`src/rtl/wb_stage_reg.sv`:
```
// MEM/WB stage register feeding the 4-way writeback source mux, with valid/ready handshake and flush.
// Define SKID_BUFFER_EN for a skid entry and registered InReady; the default build uses combinational ready.
module wb_stage_reg #(
    parameter int NrOfBits = 32
) (
    input  logic                Clock,
    input  logic                Reset,
    input  logic                Flush,
    input  logic                InValid,
    output logic                InReady,
    input  logic [NrOfBits-1:0] InAlu,
    input  logic [NrOfBits-1:0] InMem,
    input  logic [NrOfBits-1:0] InPcPlus4,
    input  logic [NrOfBits-1:0] InImm,
    input  logic [1:0]          InSel,
    input  logic [4:0]          InRd,
    input  logic                InRegWrite,
    output logic                OutValid,
    input  logic                OutReady,
    output logic [NrOfBits-1:0] MuxIn_0,
    output logic [NrOfBits-1:0] MuxIn_1,
    output logic [NrOfBits-1:0] MuxIn_2,
    output logic [NrOfBits-1:0] MuxIn_3,
    output logic [1:0]          Sel,
    output logic [4:0]          OutRd,
    output logic                OutRegWrite
);

    typedef struct packed {
        logic [NrOfBits-1:0] mux3;
        logic [NrOfBits-1:0] mux2;
        logic [NrOfBits-1:0] mux1;
        logic [NrOfBits-1:0] mux0;
        logic [1:0]          sel;
        logic [4:0]          rd;
        logic                regwrite;
    } entry_t;

    typedef enum logic [1:0] {ST_EMPTY, ST_ONE, ST_TWO} state_t;

    entry_t w_in_entry;
    entry_t r_main;
    state_t r_state;
    logic   r_valid;
    logic   w_in_fire;

    assign w_in_entry = '{mux3: InImm, mux2: InPcPlus4, mux1: InMem, mux0: InAlu,
                          sel: InSel, rd: InRd, regwrite: InRegWrite};

    assign OutValid    = r_valid;
    assign MuxIn_0     = r_main.mux0;
    assign MuxIn_1     = r_main.mux1;
    assign MuxIn_2     = r_main.mux2;
    assign MuxIn_3     = r_main.mux3;
    assign Sel         = r_main.sel;
    assign OutRd       = r_main.rd;
    assign OutRegWrite = r_main.regwrite & r_valid;

`ifdef SKID_BUFFER_EN
    entry_t r_skid;
    logic   r_in_ready;

    assign InReady   = r_in_ready;
    assign w_in_fire = InValid & r_in_ready;

    always_ff @(posedge Clock or posedge Reset) begin
        // NOTE: data registers are reset too, because every output must read 0 while Reset is high.
        if (Reset) begin
            r_state    <= ST_EMPTY;
            r_main     <= '0;
            r_skid     <= '0;
            r_valid    <= 1'b0;
            r_in_ready <= 1'b0;
        end else if (Flush) begin
            r_state    <= ST_EMPTY;
            r_valid    <= 1'b0;
            r_in_ready <= 1'b1;
        end else begin
            case (r_state)
                ST_EMPTY: begin
                    r_in_ready <= 1'b1;
                    if (w_in_fire) begin
                        r_main  <= w_in_entry;
                        r_valid <= 1'b1;
                        r_state <= ST_ONE;
                    end
                end
                ST_ONE: begin
                    if (w_in_fire && OutReady) begin
                        r_main <= w_in_entry;
                    end else if (w_in_fire) begin
                        // Downstream stalled: park the new entry behind main and close the input.
                        r_skid     <= w_in_entry;
                        r_state    <= ST_TWO;
                        r_in_ready <= 1'b0;
                    end else if (OutReady) begin
                        r_valid <= 1'b0;
                        r_state <= ST_EMPTY;
                    end
                end
                ST_TWO: begin
                    if (OutReady) begin
                        r_main     <= r_skid;
                        r_state    <= ST_ONE;
                        r_in_ready <= 1'b1;
                    end
                end
                default: begin
                    r_state    <= ST_EMPTY;
                    r_valid    <= 1'b0;
                    r_in_ready <= 1'b1;
                end
            endcase
        end
    end
`else
    logic r_init;
    logic w_in_ready;

    // r_init holds InReady low until the first edge after Reset releases.
    assign w_in_ready = r_init & (~r_valid | OutReady);
    assign InReady    = w_in_ready;
    assign w_in_fire  = InValid & w_in_ready;

    always_ff @(posedge Clock or posedge Reset) begin
        // NOTE: data registers are reset too, because every output must read 0 while Reset is high.
        if (Reset) begin
            r_state <= ST_EMPTY;
            r_main  <= '0;
            r_valid <= 1'b0;
            r_init  <= 1'b0;
        end else begin
            r_init <= 1'b1;
            if (Flush) begin
                r_state <= ST_EMPTY;
                r_valid <= 1'b0;
            end else begin
                case (r_state)
                    ST_EMPTY: begin
                        if (w_in_fire) begin
                            r_main  <= w_in_entry;
                            r_valid <= 1'b1;
                            r_state <= ST_ONE;
                        end
                    end
                    ST_ONE: begin
                        if (w_in_fire) begin
                            r_main <= w_in_entry;
                        end else if (OutReady) begin
                            r_valid <= 1'b0;
                            r_state <= ST_EMPTY;
                        end
                    end
                    default: begin
                        r_state <= ST_EMPTY;
                        r_valid <= 1'b0;
                    end
                endcase
            end
        end
    end
`endif

endmodule
```
`config.mk`:
```
export PLATFORM = sky130hd
export DESIGN_NAME = wb_stage_reg
export DESIGN_NICKNAME = d
export VERILOG_FILES = /design/src/rtl/wb_stage_reg.sv
export SDC_FILE = /design/constraint.sdc
export NUM_CORES = 1
export LEC_CHECK = 0
export BUFFER_PORTS_ARGS = -buffer_cell sky130_fd_sc_hd__clkbuf_2
export CORE_ASPECT_RATIO = 2
export CORE_MARGIN = 1.5
export CORE_UTILIZATION = 52
export CTS_CLUSTER_DIAMETER = 60
export CTS_CLUSTER_SIZE = 16
export DETAILED_ROUTE_END_ITERATION = 7
export PLACE_DENSITY = 0.91
export SYNTH_ARGS = -nofsm -noshare
export SYNTH_HDL_FRONTEND = slang
export SYNTH_SLANG_ARGS = --single-unit
```
`constraint.sdc`:
```
create_clock -name Clock -period 9.5 [get_ports Clock]
set_input_delay 0.475 -clock Clock [delete_from_list [all_inputs] [get_ports Clock]]
set_output_delay 0.475 -clock Clock [all_outputs]
set_load 0.01 [all_outputs]
```
---- Yosys cells after proc, flatten, opt, wreduce, memory -nomap -nowiden ----
Index checks and enable logic that the tools add are counted.
W data, S select, Z words.
word-level totals
  flip-flop bits (word level) ............. 140
  word-level logic and storage cells ...... 34
operators by class
  eq/ne operators ......................... 4
  muxes and demuxes ....................... 10
  bitwise gates (word level) .............. 6
  reduce and logical (&&, ||, !) cells .... 4
operator list
  cell                  number
  $ne A3 B3 Y1 const B  3
  $mux W2               4
  $reduce_and A3 Y1     2
  $mux W1               4
  $pmux W2 S2           1
  $and A1 B1 Y1         3
  $eq A2 B1 Y1 const B  1
  $logic_not A2 Y1      1
  $not A1 Y1            2
  $pmux W1 S2           1
  $reduce_or A2 Y1      1
  $or A1 B1 Y1          1

---- Longest topological paths before layout ----
Gate-level depths: netlist of run 1.
  word-level depth ........................ 7
  depth in mapped cells ................... 5
  gate-level depth less buffers ........... 3

---- Worst setup path after synthesis of run 1 ----
Ideal clock, no wire load.
  kind .................................... input port to flip-flop
  start ................................... input OutReady
  end ..................................... register r_main (netlist bit MuxIn_0[0])
  setup time .............................. 0.125 ns
  data arrival time ....................... 1.360 ns
  required time ........................... 9.375 ns
  slack ................................... 8.015 ns
  stages .................................. 5
  path buffers ............................ 2
  cells stage by stage .................... nand2b_4 -> nand4b_4 -> buf_8 -> buf_12 -> mux2_4
on the way
  longest elaborated chain between the ends .. 4
RTL lines
  element                      RTL line  source
  start, declared              19        input logic OutReady,
  $or A1 B1 Y1                 121       assign w_in_ready = r_init & (~r_valid | OutReady);
  $and A1 B1 Y1                121
  $and A1 B1 Y1                123       assign w_in_fire = InValid & w_in_ready;
  $reduce_and A3 Y1 (no line)  --
  end signal, assigned         141       r_main <= w_in_entry;
  end signal, assigned         148       r_main <= w_in_entry;
  end, declared                42        entry_t r_main;
No other way between the ends.
A chain may end at the register's enable or synchronous reset.

---- Worst setup path in the final report of run 1 ----
  start ................................... register r_valid, in the netlist OutValid
  end ..................................... register r_main (netlist bit MuxIn_0[30])
on the way
  longest elaborated chain between the ends .. 5
RTL lines
  element                      RTL line  source
  start, declared              44        logic r_valid;
  start signal, assigned       130       r_valid <= 1'b0;
  start signal, assigned       136       r_valid <= 1'b0;
  start signal, assigned       142       r_valid <= 1'b1;
  $not A1 Y1                   121
  $or A1 B1 Y1                 121
  $and A1 B1 Y1                121
  $and A1 B1 Y1                123
  $reduce_and A3 Y1 (no line)  --
No other way between the ends.

==> results_dict.tcl, run 1 <==
set metrics [dict create \
    core_area_um2 12600 \
    drive_gt1_share_pct 76.1 \
    crit_chain "nand2b_4, nand4b_4, buf_4, mux2_2" \
    total_power_uw 1860 \
    cts.sinks 138 \
    dp_hpwl_um 9710 \
    route.detailed.drc 0 \
    top_level_ports 279 \
    power_leakage_uw 0.00421 \
    via_count 3578 \
    diodes 0 \
    ir_drop_mv 0.153 \
    postPlaceCellArea_um2 7030 \
    avgViaCountPerCell 4.81 \
    critical_path_buf_inv_count 1 \
    rsz0062_at_grt "false" \
    path_delay_family "buffers and inverters" \
    regArea_um2 3450 \
    holdWs_ns 0.147 \
    status "complete, no violations" \
    worst-path-max-fanout 61 \
    relSlewSlack_pct 31.6 \
    ys_seq_area_share_pct 51.6 \
    synth_top_family_by_area "multiplexers" \
    drtIter0Drc 89 \
    area_delta_synth_final_pct 14.0 \
    synth_warnings 0 \
    fp.dieW_um 83.2 \
    antenna_found_initial 1 \
    syn_area_um2 6700 \
    synth_compound_area_share_pct 0.0747 \
    insertion_delay_ns 0.41 \
    cts_tree "yes" \
    grt_first_pass_wirelength_um 20000 \
    cp_slowest_stage_delay_ns 0.87 \
    final_nets 722 \
    min_period_over_period_pct 26.7 \
    place_inst 712 \
    numCtsBuffers 17 \
    gp_congestion 0.835 \
    multi_input_area_um2 1970 \
    hold_violations 0 \
    required_ns 9.77 \
    cp_slowest_cell "buf_4" \
    synthMuxAreaShare_pct 28.5 \
    powerDensity_nw_per_um2 243 \
    skew_ns 0.0199 \
    synthCells 431 \
    cts-resized-gates 0 \
    grt_max_degree 71 \
    synthSimpleGateAreaFrac_pct 0.747 \
    arrival_ns 2.81 \
    fin_tns_setup_ns 0 \
    drt-pass1-iter-count 4 \
    path_clk_slew_ns 0.06 \
    die-area_um2 13600 \
    grt_util_all_layers_pct 18.9 \
    synthDistinctLibCells 13 \
    root_buffer "clkbuf_16" \
    rows 58 \
    worst_setup_path_start_kind "flip-flop" \
    drt-wirelength-per-cell_um 17.2 \
    final_area_um2 7630 \
    grt_pass1_vias 4000 \
    min_period_ns 2.54 \
    h-tree-depth 4 \
    slew_viol_final 0 \
    postCtsSetupBuffers 0 \
    setup_viol 0 \
    cap_violations 0 \
    critPathKind "reg -> reg" \
    fp.dieH_um 163 \
    synth-xor-area-share_pct 0 \
    nFillCells 972 \
    worst_pin_slew_ns 1.03 \
    endpoint_kind "flip-flop" \
    port_buffers 278 \
    synth_nets 572 \
    wirelength_um 12800 \
    syn_area_per_cell_um2 15.5 \
    fmax_mhz 394 \
    ant_nets 0 \
    cts_hold_buf 0 \
    cts_buffer_depth 2 \
    synth-adder-area-share_pct 0 \
    gr-total-overflow 0 \
    initial_core_util_pct 53.3 \
    fin_cells 744 \
    ys_seq_elements 138 \
    hold_path_class "in -> async" \
]
-- metrics by stage --
stage                     utilization (%)  setup WS (ns)
after floorplan                         -           5.33
after global placement               56.0           6.84
after detailed placement             56.0           6.73
after CTS                            60.8           6.95
after global routing                 60.8           6.86
final                                60.8           6.96
-- cell families (layout without fill, tap and decap cells) --
logic type,after synthesis,in the layout
simple gates,4,4
compound gates,1,1
other cells,1,1
flops,138,138
buf+inv,151,314
mux,136,136
-- registers in the layout, indices dropped and copies added, names as in the netlist, 2 cells and up --
register and cells:
Sel 2, OutRd 5, MuxIn_1 32, MuxIn_2 32
MuxIn_3 32, MuxIn_0 32
-- report_power, final --
group	switching, uW	internal [uW]
clock network	249	410
logic	176	240
registers	74.9	708
-- Yosys cell counts --
| library cell | count | area (um2) |
|---|---|---|
| buf_8 | 1 | 15.0 |
| mux2_4 | 100 | 1500 |
| nand2b_4 | 1 | 13.8 |
| dfrtp_1 | 138 | 3450 |
| inv_1 | 1 | 3.75 |
| mux2_2 | 36 | 405 |
| buf_12 | 10 | 200 |
| buf_4 | 135 | 1010 |
| conb_1 | 1 | 3.75 |
| o21ai_0 | 1 | 5.00 |
| nand4b_4 | 1 | 23.8 |
| buf_6 | 4 | 45.0 |
| and2_1 | 2 | 12.5 |
-- area by class of cell --
cell class | count | share of cell area [%]
multi-input cells | 142 | 25.7
well taps | 150 | 2.46
repair buffers | 281 | 18.5
clock buffers | 20 | 6.11
inverters | 1 | 0.115
flip-flops and latches | 138 | 45.2
clock inverters | 12 | 1.82
-- cell usage in the layout, fill, tap and decap left out --
| cell type | n |
|---|---|
| dfrtp_1 | 138 |
| nand2b_4 | 1 |
| mux2_2 | 36 |
| clkbuf_8 | 3 |
| and2_1 | 2 |
| buf_4 | 3 |
| conb_1 | 1 |
| mux2_4 | 100 |
| bufinv_16 | 2 |
| clkinv_2 | 1 |
| inv_6 | 3 |
| clkinv_4 | 3 |
| clkbuf_16 | 17 |
| nand4b_4 | 1 |
| clkinvlp_4 | 4 |
| o21ai_0 | 1 |
| clkbuf_2 | 278 |
-- metal layers --
metal	track usage, %	vias to the layer above	wire (um)
met3	5.81	51	833
met4	13.0	2	633
met1	20.1	1723	4490
met2	31.9	201	6840
met5	0	-	11
li1	-	1601	-
-- final timing paths --
check	startpoint	end	slack, ns	cells after the start
max	OutValid	MuxIn_0[30]	6.96	4
min	Reset	MuxIn_0[5]	0.15	2
max reg2reg	OutValid	MuxIn_0[30]	6.96	4
min reg2reg	MuxIn_1[26]	MuxIn_1[26]	0.50	1
max in group asynchronous	Reset	OutRd[0]	8.06	3
min in group Clock	Flush	OutValid	0.28	2
No activity file was read; power rests on OpenSTA's default activity.
==> inputs of run 2 (changes only) <==
- CORE_UTILIZATION: 52 -> 44
- PLACE_DENSITY: 0.91 -> 0.82
- clock period: 9.5 -> 2.3 ns (I/O delays scaled with it)
==> run 2 against run 1 <==
  * Global-route usage up 1.0 points
  * Clock power rose to 4.2 times the previous value
  * Worst setup slack worse by 6.3 ns
  * Non-clock buffer count up 140
  * Final cell count up 25%
  * Register-to-register slack worse by 6.3 ns
  * Critical path depth unchanged
  * Flip-flop and latch count unchanged
  * Hold slack worse by 0.10 ns
  * Total power rose to 4.3 times the previous value
  * Highest routed layer is now met4
==> results_dict.tcl, run 2 (same netlist as run 1, synthesis figures left out) <==
set metrics [dict create \
    place_inst 759 \
    cp_slowest_stage_delay_ns 0.40 \
    total_power_uw 7960 \
    path_clk_slew_ns 0.06 \
    core_area_um2 14800 \
    powerDensity_nw_per_um2 872 \
    status "complete, no violations" \
    cap_violations 0 \
    hold_violations 0 \
    die-area_um2 16000 \
    gr-total-overflow 0 \
    fmax_mhz 626 \
    top_level_ports 279 \
    ir_drop_mv 0.497 \
    dp_hpwl_um 9830 \
    initial_core_util_pct 45.2 \
    setup_viol 0 \
    h-tree-depth 4 \
    pre_cts_ws_ns 0.709 \
    root_buffer "clkbuf_16" \
    cts-resized-gates 0 \
    worst-path-max-fanout 59 \
    power_leakage_uw 0.00482 \
    critPathKind "reg -> reg" \
    regArea_um2 3450 \
    wirelength_um 15800 \
    endpoint_kind "flip-flop" \
    critical_path_buf_inv_count 1 \
    fp.dieH_um 177 \
    grt_max_degree 74 \
    fin_tns_setup_ns 0 \
    grt_pass1_vias 4685 \
    grt_first_pass_wirelength_um 24800 \
    via_count 4210 \
    fp.dieW_um 90.2 \
    min_period_ns 1.60 \
    avgViaCountPerCell 4.52 \
    slew_viol_final 0 \
    ant_nets 0 \
    cts.sinks 138 \
    final_nets 862 \
    cts_tree "yes" \
    crit_chain "nand2b_4, nand4b_4, buf_12, mux2_2" \
    route.detailed.drc 0 \
    numCtsBuffers 17 \
    rows 63 \
    layout_commonest_cell "clkbuf_2" \
    worst_setup_path_start_kind "flip-flop" \
    port_buffers 278 \
    rsz0062_at_grt "false" \
    insertion_delay_ns 0.41 \
    drtIter0Drc 101 \
    drive_gt1_share_pct 61.3 \
    antenna_found_initial 2 \
    grt_util_all_layers_pct 19.9 \
    nFillCells 1075 \
    area_delta_synth_final_pct 36.4 \
    min_period_over_period_pct 69.5 \
    cp_slowest_cell "dfrtp_1" \
    drt-wirelength-per-cell_um 17.0 \
    holdWs_ns 0.0434 \
    skew_ns 0.00879 \
    fin_cells 931 \
    required_ns 2.58 \
    cts_buffer_depth 2 \
    gp_congestion 0.815 \
    arrival_ns 1.88 \
    final_cell_mix "278 x clkbuf_2, 138 x dfrtp_1, 138 x dlygate4sd3_1" \
    drt-pass1-iter-count 4 \
    path_delay_family "flip-flops" \
    multi_input_area_um2 1970 \
    hold_path_class "in -> reg" \
    setup_ws_ns 0.702 \
]
==> run 2: worst min-delay path, stage by stage <==
cell and delay, ns:
clkbuf_2 0.08, nand2b_4 0.13, o21ai_0 0.07
==> run 2: final timing paths <==
check	from	to	slack, ns	cells past startpoint
max in group asynchronous	Reset	MuxIn_1[10]	1.55	4
max reg2reg	OutValid	MuxIn_1[2]	0.70	4
max	OutValid	MuxIn_1[2]	0.70	4
min reg2reg	MuxIn_0[22]	MuxIn_0[22]	0.50	1
min in group asynchronous	Reset	MuxIn_2[29]	0.39	4
min	OutReady	OutValid	0.04	3
==> run 2: per-layer routing <==
metal,GRT usage [%],vias up,share of wire [%]
met1,20.7,2057,34
met4,12.7,0,4.7
met3,5.18,53,5.9
met5,0,-,0
met2,35.3,215,55
li1,-,1885,-
==> run 2: layout make-up <==
type	instances	area share (%)
clock buffers	24	5.27
diodes	3	0.0822
multi-input cells	142	21.5
clock inverters	7	1.26
flip-flops and latches	138	37.8
repair buffers	421	31.3
inverters	1	0.0822
well taps	195	2.67
==> run 2: power by group <==
group | total [uW] | internal [uW] | switching (uW)
clock network | 2770 | 1780 | 981
logic | 1940 | 1150 | 792
registers | 3250 | 2930 | 327
total | 7960 | 5860 | 2100
==> run 2: metrics by stage <==
stage / cell area, um2 / util, %
global route: 9130 / 61.6
floorplan: 6700 / -
CTS: 9130 / 61.6
global placement: 7150 / 48.2
finish: 9140 / 61.6
detailed placement: 7150 / 48.2
==> run 2: what timing repair did <==
action                    CTS  global route
buffers inserted            0             0
hold endpoints to repair  275             0
hold buffers              138             0
==> inputs of run 3 (changes only) <==
- ABC_AREA: unset -> 1
- CORE_UTILIZATION: 44 -> 49
- PLACE_DENSITY: 0.82 -> 0.86
- clock period: 2.3 -> 1.55 ns (I/O delays scaled with it)
==> run 3 against run 2 <==
  * Synthesized area grew 1.1%
  * Worst setup slack lost 0.63 ns
  * Total power grew 39%
  * Core utilization grew 7.5 points
  * Register-to-register slack lost 0.56 ns
  * Combinational power grew 26%
  * Non-clock buffer count grew 14
  * Flip-flop and latch count is the same
==> results_dict.tcl, run 3 <==
set metrics [dict create \
    ant_nets 0 \
    insertion_delay_ns 0.41 \
    fin_tns_setup_ns 0 \
    final_util_pct 69.1 \
    critical_path_buf_inv_count 2 \
    numCtsBuffers 17 \
    area_delta_synth_final_pct 37.2 \
    status "complete, no violations" \
    path_delay_family "flip-flops" \
    synth-main-ff-cell "dfrtp_1" \
    path_clk_slew_ns 0.06 \
    antenna_found_initial 0 \
    synth_top_area_cell "dfrtp_1" \
    synth_area_leaders "dfrtp_1 51%, buf_4 16%, nand2_1 15%" \
    gp_congestion 0.885 \
    endpoint_kind "primary output" \
    cts.sinks 138 \
    layout_commonest_cell "clkbuf_2" \
    top_level_ports 279 \
    yosysMostFrequentCell "nand2_1" \
    hold_violations 0 \
    port_buffers 278 \
    drtIter0Drc 382 \
    synthSimpleGateAreaFrac_pct 27.9 \
    syn_area_per_cell_um2 9.00 \
    cp_slowest_cell "dfrtp_4" \
    synthCells 752 \
    ir_drop_mv 0.749 \
    cts_tree "yes" \
    grt_util_all_layers_pct 29.2 \
    synth_compound_area_share_pct 0.185 \
    synth_nets 893 \
    via_count 6330 \
    syn_area_um2 6770 \
    ys_async_sr_fraction_pct 100 \
    route.detailed.drc 0 \
    diodes 0 \
    worst_setup_path_start_kind "flip-flop" \
    cp_slowest_stage_delay_ns 0.50 \
    core_area_um2 13400 \
    fmax_mhz 677 \
    avgViaCountPerCell 5.37 \
    ys_seq_area_share_pct 51.0 \
    synth-xor-area-share_pct 0 \
    grt_max_degree 99 \
    wirelength_um 20700 \
    setup_viol 0 \
    ys_seq_elements 138 \
    power_leakage_uw 0.00509 \
    synth_common_cells "274 x nand2_1, 147 x buf_4, 138 x dfrtp_1, 136 x nand4_1, 39 x buf_2" \
    fp.dieH_um 169 \
    cap_violations 0 \
    required_ns 1.47 \
    total_power_uw 11100 \
    powerDensity_nw_per_um2 1190 \
    cts_buffer_depth 2 \
    drive_gt1_share_pct 32.6 \
    drt-pass1-iter-count 4 \
    slew_viol_final 0 \
    critPathKind "reg -> out" \
    skew_ns 0.0111 \
    synthDistinctLibCells 13 \
    rsz0062_at_grt "false" \
    synth_top_family_by_area "simple AND/OR/NAND/NOR gates" \
    synth_warnings 0 \
    dp_hpwl_um 11500 \
    synth-edff-count 0 \
    die-area_um2 14600 \
    fp.dieW_um 86.1 \
    final_nets 1152 \
    gr-total-overflow 0 \
    worst-path-max-fanout 16 \
    initial_core_util_pct 50.4 \
    crit_chain "buf_16, a21boi_2, clkbuf_2" \
    synth-adder-area-share_pct 0 \
    root_buffer "clkbuf_16" \
    final_cell_mix "278 x clkbuf_2, 273 x nand2_1, 138 x dlygate4sd3_1" \
    synthMuxAreaShare_pct 0 \
    min_period_ns 1.48 \
    hold_path_class "in -> async" \
    grt_pass1_vias 6604 \
    grt_first_pass_wirelength_um 32900 \
    drt-wirelength-per-cell_um 17.6 \
    rows 60 \
    yosysTopAreaCellShare_pct 51.0 \
    r2r_slack_ns 0.14 \
    arrival_ns 1.40 \
    min_period_over_period_pct 95.3 \
    h-tree-depth 4 \
]
## run 3: cell types whose count changed in the layout (fill, tap and decap cells not counted), moves of 4 or more
| cell | delta |
|---|---|
| nand4_1 | +136 |
| buf_12 | +4 |
| nand2_1 | +273 |
| mux2_4 | -100 |
| buf_4 | +7 |
| mux2_2 | -36 |
## run 3: final cells by class
type | instances | area [um2]
fillers | 963 | 4150
flip-flops and latches | 138 | 3460
repair buffers | 435 | 3090
multi-input cells | 415 | 1940
clock buffers | 20 | 457
well taps | 155 | 194
clock inverters | 12 | 140
inverters | 4 | 18.8
## run 3: power by group
group,total (uW),switching (uW),internal [uW]
Clock,4020,1550,2470
Sequential,4590,373,4210
Combinational,2450,1380,1080
## run 3: stage by stage
step           hold slack [ns]  cell area [um2]  setup WS [ns]  std cells
5_1_grt                  0.207             9290         0.0274       1179
3_3_place_gp            0.0420             7220          0.249       1005
6_report                 0.202             9290         0.0725       1179
4_1_cts                  0.167             9270         0.0229       1177
2_1_floorplan            0.172             6770         -0.249        752
3_5_place_dp            0.0402             7220          0.222       1005
## run 3: cells by family after synthesis
family | Yosys count
buf+inv | 199
other cells | 1
flops | 138
compound gates | 2
simple gates | 412
## run 3: repair_timing
item                                    in CTS  in global routing
endpoints found under the setup margin       1                  1
gates cloned                                 2                  0
resized for setup                            3                  0
hold buffers                               138                  0
hold endpoints to repair                   275                  0
buffers inserted                             0                  2
## run 3: tightest hold or removal path, cell delays in order
cell and delay, ns:
dlygate4sd3_1 0.55, clkbuf_2 0.13, clkinvlp_4 0.23
## run 3: path summary, 6_finish.rpt
kind,from,end,cells after the start
min,Reset,MuxIn_0[10],3
min in group Clock,OutReady,OutValid,5
max reg2reg,r_init,MuxIn_3[2],5
min reg2reg,MuxIn_0[4],MuxIn_0[4],2
max in group asynchronous,Reset,MuxIn_3[17],4
max,r_init,InReady,3
## run 3: metal layers
metal	vias to the layer above	routed length, um	GRT usage (%)
met5	-	0	0
met4	0	1180	19.3
met3	94	1450	6.13
met2	419	10800	49.5
met1	2939	7280	32.4
li1	2878	-	-
